<file path="src/rtl/uart_tx_arbiter.sv">
// rtl/uart_tx_arbiter.sv - round-robin packet arbiter sharing one 8N1 UART TX line
// Grants are held per packet until LAST, MAX_PKT bytes, or an idle timeout.
module uart_tx_arbiter #(
  parameter int NUM_REQ      = 4,
  parameter int CLKS_PER_BIT = 434,
  parameter int MAX_PKT      = 16,
  parameter int IDLE_TIMEOUT = 1024
) (
  input  logic                 CLK,
  input  logic                 RESET,
  input  logic [NUM_REQ-1:0]   REQ_VALID,
  input  logic [8*NUM_REQ-1:0] REQ_DATA,
  input  logic [NUM_REQ-1:0]   REQ_LAST,
  output logic [NUM_REQ-1:0]   REQ_READY,
  output logic [NUM_REQ-1:0]   GRANT,
  output logic                 BUSY,
  output logic                 PKT_ABORT,
  output logic                 TX
);

  localparam int PW = (NUM_REQ > 1) ? $clog2(NUM_REQ) : 1;
  localparam int BW = (CLKS_PER_BIT > 1) ? $clog2(CLKS_PER_BIT) : 1;
  localparam int TW = $clog2(IDLE_TIMEOUT + 1);

  localparam logic [1:0] ARB_IDLE    = 2'd0;
  localparam logic [1:0] ARB_OWN     = 2'd1;
  localparam logic [1:0] ARB_RELEASE = 2'd2;

  localparam logic [1:0] S_IDLE  = 2'd0;
  localparam logic [1:0] S_START = 2'd1;
  localparam logic [1:0] S_DATA  = 2'd2;
  localparam logic [1:0] S_STOP  = 2'd3;

  logic [1:0]    arb_state;
  logic [1:0]    ser_state;
  logic [PW-1:0] ptr;
  logic [7:0]    byte_cnt;
  logic [TW-1:0] tmo_cnt;
  logic          pend;
  logic          pend_abort;
  logic [BW-1:0] baud_cnt;
  logic [2:0]    bit_cnt;
  logic [7:0]    shreg;
  logic          tx_q;

  logic          ser_idle;
  logic          baud_tc;
  logic          stop_done;
  logic          own_ready;
  logic          accept;
  logic [7:0]    acc_data;
  logic          acc_last;
  logic          hit_max;
  logic          tmo_cond;
  logic          tmo_fire;
  logic          found;
  logic [PW-1:0] winner;

  assign ser_idle  = (ser_state == S_IDLE);
  assign baud_tc   = (baud_cnt == BW'(CLKS_PER_BIT - 1));
  assign stop_done = (ser_state == S_STOP) && baud_tc;
  // A pending release blocks further accepts while the final frame drains.
  assign own_ready = (arb_state == ARB_OWN) && ser_idle && !pend;
  assign REQ_READY = GRANT & {NUM_REQ{own_ready}};
  assign accept    = own_ready && REQ_VALID[ptr];
  assign acc_data  = REQ_DATA[8*ptr +: 8];
  assign acc_last  = REQ_LAST[ptr];
  assign hit_max   = (byte_cnt == 8'(MAX_PKT - 1));
  assign tmo_cond  = own_ready && !REQ_VALID[ptr];
  assign tmo_fire  = tmo_cond && (tmo_cnt == TW'(IDLE_TIMEOUT - 1));
  assign BUSY      = (arb_state != ARB_IDLE) || (ser_state != S_IDLE);
  assign TX        = tx_q;

  always_comb begin
    logic [PW-1:0] cand;
    found  = 1'b0;
    winner = ptr;
    cand   = '0;
    for (int k = 1; k <= NUM_REQ; k++) begin
      cand = PW'((int'(ptr) + k) % NUM_REQ);
      if (!found && REQ_VALID[cand]) begin
        found  = 1'b1;
        winner = cand;
      end
    end
  end

  always_ff @(posedge CLK or posedge RESET) begin
    if (RESET) begin
      arb_state  <= ARB_IDLE;
      GRANT      <= '0;
      ptr        <= PW'(NUM_REQ - 1);
      byte_cnt   <= '0;
      tmo_cnt    <= '0;
      pend       <= 1'b0;
      pend_abort <= 1'b0;
      PKT_ABORT  <= 1'b0;
    end else begin
      PKT_ABORT <= 1'b0;
      case (arb_state)
        ARB_IDLE: begin
          if (found) begin
            GRANT      <= {{(NUM_REQ-1){1'b0}}, 1'b1} << winner;
            ptr        <= winner;
            arb_state  <= ARB_OWN;
            byte_cnt   <= '0;
            tmo_cnt    <= '0;
            pend       <= 1'b0;
            pend_abort <= 1'b0;
          end
        end
        ARB_OWN: begin
          if (accept) begin
            byte_cnt <= byte_cnt + 8'd1;
            tmo_cnt  <= '0;
            if (acc_last || hit_max) begin
              pend       <= 1'b1;
              pend_abort <= !acc_last;
            end
          end else if (pend && stop_done) begin
            arb_state <= ARB_RELEASE;
            GRANT     <= '0;
            PKT_ABORT <= pend_abort;
          end else if (tmo_fire) begin
            arb_state <= ARB_RELEASE;
            GRANT     <= '0;
            PKT_ABORT <= 1'b1;
          end else if (tmo_cond) begin
            tmo_cnt <= tmo_cnt + 1'b1;
          end else begin
            tmo_cnt <= '0;
          end
        end
        ARB_RELEASE: arb_state <= ARB_IDLE;
        default:     arb_state <= ARB_IDLE;
      endcase
    end
  end

  always_ff @(posedge CLK or posedge RESET) begin
    if (RESET) begin
      ser_state <= S_IDLE;
      baud_cnt  <= '0;
      bit_cnt   <= '0;
      shreg     <= '0;
      tx_q      <= 1'b1;
    end else begin
      case (ser_state)
        S_IDLE: begin
          if (accept) begin
            shreg     <= acc_data;
            ser_state <= S_START;
            baud_cnt  <= '0;
            tx_q      <= 1'b0;
          end
        end
        S_START: begin
          if (baud_tc) begin
            ser_state <= S_DATA;
            baud_cnt  <= '0;
            bit_cnt   <= '0;
            tx_q      <= shreg[0];
          end else begin
            baud_cnt <= baud_cnt + 1'b1;
          end
        end
        S_DATA: begin
          if (baud_tc) begin
            baud_cnt <= '0;
            bit_cnt  <= bit_cnt + 3'd1;
            if (bit_cnt == 3'd7) begin
              ser_state <= S_STOP;
              tx_q      <= 1'b1;
            end else begin
              shreg <= shreg >> 1;
              tx_q  <= shreg[1];
            end
          end else begin
            baud_cnt <= baud_cnt + 1'b1;
          end
        end
        S_STOP: begin
          if (baud_tc) begin
            ser_state <= S_IDLE;
            baud_cnt  <= '0;
          end else begin
            baud_cnt <= baud_cnt + 1'b1;
          end
        end
      endcase
    end
  end

endmodule

</file>
<file path="config.mk">
export PLATFORM = sky130hd
export DESIGN_NAME = uart_tx_arbiter
export DESIGN_NICKNAME = d
export VERILOG_FILES = /design/src/rtl/uart_tx_arbiter.sv
export SDC_FILE = /design/constraint.sdc
export NUM_CORES = 1
export LEC_CHECK = 0
export CAP_MARGIN = 0
export CORE_ASPECT_RATIO = 1.1
export CORE_MARGIN = 1
export CORE_UTILIZATION = 57
export CTS_CLUSTER_DIAMETER = 100
export DETAILED_ROUTE_END_ITERATION = 8
export GPL_ROUTABILITY_DRIVEN = 0
export PLACE_DENSITY = 0.85
export SLEW_MARGIN = 20
export SYNTH_ARGS = -nofsm -noshare
export SYNTH_HDL_FRONTEND = slang
export SYNTH_SLANG_ARGS = --single-unit
</file>
<file path="constraint.sdc">
create_clock -name CLK -period 3.2 [get_ports CLK]
set_input_delay 0.64 -clock CLK [delete_from_list [all_inputs] [get_ports CLK]]
set_output_delay 0.64 -clock CLK [all_outputs]
set_load 0.02 [all_outputs]
</file>
==> results.tsv <==
stage	metric	value	unit
outcome	outcome	finished, final reports clean	
logic_synthesis	Post-synth EDFFs	0	
die	initial core utilization	0.606	
place	PortBufs	52	
global_route	first-pass GRT wire length	10.6	mm
sta	Slew headroom	0.444	
route	Detailed Route WL	6.41	mm
clocking	Post-CTS Hold Fix Bufs	0	
logic_synthesis	sequential fraction of the synthesis area	0.427	
run	max capacitance violation total	0	
sta	worst clock skew	0.00662	ns
layout	P&R area growth vs syn	22.1	%
die	Core ar.	5130	um2
global_route	largest net degree at the start of global routing	32	
critical_path	slowest CP cell	clkdlybuf4s50_1	
logic_synthesis	synthesized instance count	298	
die	num rows	27	
logic_synthesis	Netlist cell types	56	
die	Die Area	5760	um2
sta	fin crit share	0.894	
layout	Fillers	381	
logic_synthesis	flop and latch count out of synthesis	53	
sta	setup TNS	0	ns
clocking	CTS buffer count	5	
sta	Finish-stage setup viols	0	
layout	area taken by multi-input logic gates	1680	um2
sta	RSZ-0062 raised after global routing	no	
critical_path	CP required	2.56	ns
clocking	Worst-Skew Late Latency	0.31	ns
sta	max-slew violations	0	
logic_synthesis	Synth Flop Type	dfrtp_1	
route	Top Layer Used	met4	
route	metal2 WL	3.25	mm
global_route	grt total ovfl	0	
critical_path	Worst path max stage delay	0.61	ns
critical_path	CP bufs+invs	2	
sta	minimum clock period	2.86	ns
layout	share of layout cells above drive strength 1	0.151	
critical_path	crit path DAT	2.22	ns
clocking	H-tree levels	2	
critical_path	Critical Path Fanout Max	8	
min_path	HP Class	register to register	
global_route	number of global-route vias before repair	2343	
route	TritonRoute pass-1 iters	4	
clocking	clk slew on worst S/H paths	0.09	ns
global_route	total track usage	0.239	
die	io pins	53	
power	power density over the cells	563	nW/um2
clocking	root cell of the clock tree	clkbuf_8	
route	Final ANT Viol Nets	0	
layout	n_diodes	0	
power	Peak VDD IR	308	uV
logic_synthesis	Synth warnings	0	
route	wire length on met1	2.83	mm
die	Chip Width	72.4	um
logic_synthesis	Post-Syn Nets	351	
clocking	# resized after CTS	0	
critical_path	kind of cell adding the most delay to the critical path	buffers and inverters	
global_route	initial antenna violation count	0	
layout	Nets	403	
sta	Hold Violations, Final	0	
clocking	Sink Count	53	
logic_synthesis	Syn Area/Cell	10.4	um2
logic_synthesis	Post-Syn Area	3110	um2
route	met3 routed WL	237	um
clocking	clock buffer depth	2	
critical_path	Setup Crit Path Kind	register to output pin	
clocking	CTS tree	done	
critical_path	cell chain of the critical path	inv_1 -> ha_1 -> and4bb_2 -> and2_1 -> clkdlybuf4s50_1	
die	Die H	79.5	um
route	DRC	0	
route	Vias/cell	5.90	
power	Design Power	0.00214	W
sta	Fmax	349	MHz
logic_synthesis	Post-synth ARST share	1.00	
layout	Storage cell area	1330	um2
critical_path	Worst Setup Start Kind	register	
sta	Worst-Margin Slew	0.832	ns
place	DP Wirelength	4.83	mm
route	Iter 0 DRT Violations	133	
route	routed len/inst	15.1	um
critical_path	crit end category	output pin	
route	total number of vias	2497	
power	Leakage	1.59	nW
clocking	postcts setup bufs	0	
[cells in the mapped netlist, types with 2 or more instances]
cell / number / area, um2
dfrtp_1: 50 / 1250
nand2_1: 23 / 86.3
nor2_1: 22 / 82.6
mux2_2: 19 / 214
o21ai_0: 19 / 95.1
inv_1: 12 / 45.0
ha_1: 11 / 138
a21oi_1: 10 / 50.1
mux4_2: 10 / 225
nand3_1: 10 / 50.1
and3_1: 6 / 37.5
nor3_1: 6 / 30.0
a31oi_1: 5 / 31.3
and2_1: 5 / 31.3
clkbuf_1: 5 / 18.8
nand2b_1: 5 / 31.3
o21a_1: 5 / 37.5
xor2_1: 5 / 43.8
buf_2: 4 / 20.0
nand4_1: 4 / 25.0
nor2b_1: 4 / 25.0
o2bb2ai_1: 4 / 35.0
o31ai_1: 4 / 30.0
dfstp_2: 3 / 78.8
o21bai_1: 3 / 22.5
o22a_1: 3 / 26.3
or3_1: 3 / 18.8
a21oi_2: 2 / 17.5
a32o_1: 2 / 20.0
a41oi_1: 2 / 17.5
mux2i_1: 2 / 20.0
nand4b_1: 2 / 17.5
nand4bb_1: 2 / 22.5
nor3b_1: 2 / 15.0
or2_1: 2 / 12.5
or4_1: 2 / 15.0
[routing by layer]
layer | vias up | global-route usage
met5 | - | 0
met4 | 0 | 0.0784
met3 | 8 | 0.0404
met2 | 59 | 0.402
met1 | 1238 | 0.312
li1 | 1192 | -
[registers in the layout (all words and copies together) (netlist names)]
register / flops
pend_abort: 1
GRANT: 4
shreg: 8
PKT_ABORT: 1
baud_cnt: 9
ptr: 2
bit_cnt: 3
ser_state: 2
pend: 1
byte_cnt: 8
arb_state: 2
TX: 1
tmo_cnt: 11
[power breakdown]
group | internal [W] | switching, W
logic | 0.000405 | 0.000383
registers | 0.000812 | 0.000128
clock network | 0.000196 | 0.000216
[final timing paths]
kind | start | to | slack (ns) | depth (start not counted)
min in group asynchronous | RESET | tmo_cnt[5] | 0.72 | 2
worst min-delay path | bit_cnt[0] | bit_cnt[0] | 0.50 | 1
worst min register to register | bit_cnt[0] | bit_cnt[0] | 0.50 | 1
max in group asynchronous | RESET | ptr[1] | 1.80 | 3
worst max register to register | ptr[0] | tmo_cnt[3] | 0.75 | 6
worst max-delay path | ser_state[0] | REQ_READY[2] | 0.34 | 5
[logic make-up (layout without fill, tap and decap cells)]
logic type | count (synthesis) | after routing | share of synthesized area
DFF | 53 | 53 | 0.427
and+or+nand+nor | 104 | 104 | 0.176
muxes | 31 | 31 | 0.148
buffers and inverters | 24 | 77 | 0.0330
AOI/OAI and AO/OA | 69 | 69 | 0.155
adders and majority gates | 11 | 11 | 0.0442
xor gates and xnor gates | 6 | 6 | 0.0169
[worst reg2reg max path: cells and delay by family, from the launching register on]
family / cells / cell delay [ns]
flops: 1 / 0.78
buf+inv: 2 / 0.24
compound gates: 3 / 0.71
mux: 1 / 0.66
[stage by stage]
step | hold WS [ns] | util | setup slack [ns] | cell area [um2] | cells
final | 0.503 | 0.740 | 0.338 | 3800 | 423
after global routing | 0.516 | 0.740 | 0.239 | 3800 | 423
after CTS | 0.503 | 0.740 | 0.301 | 3800 | 423
after detailed placement | 0.482 | 0.720 | 0.446 | 3700 | 415
after global placement | 0.479 | 0.720 | 0.528 | 3700 | 415
after floorplan | 0.458 | - | 1.17 | 3110 | 298
[final cells by class]
class / count / area share
clock buffer: 7 / 0.0254
clock inverter: 1 / 0.00132
inverter: 13 / 0.0128
multi-input combinational: 221 / 0.442
sequential: 53 / 0.350
tap: 72 / 0.0237
timing repair buffer: 56 / 0.145
[placed cells by master, fill, tap and decap left out, drive strengths merged, types with 6 or more instances in the layout]
master         count
mux4              10
inv               13
o21ai             19
nor3               6
clkbuf             7
mux2              19
nor2              23
a21oi             13
nand2             23
ha                11
clkdlybuf4s50     52
and2               6
nand3             10
dfrtp             50
and3               6
Power figures use the tool's default switching activity.
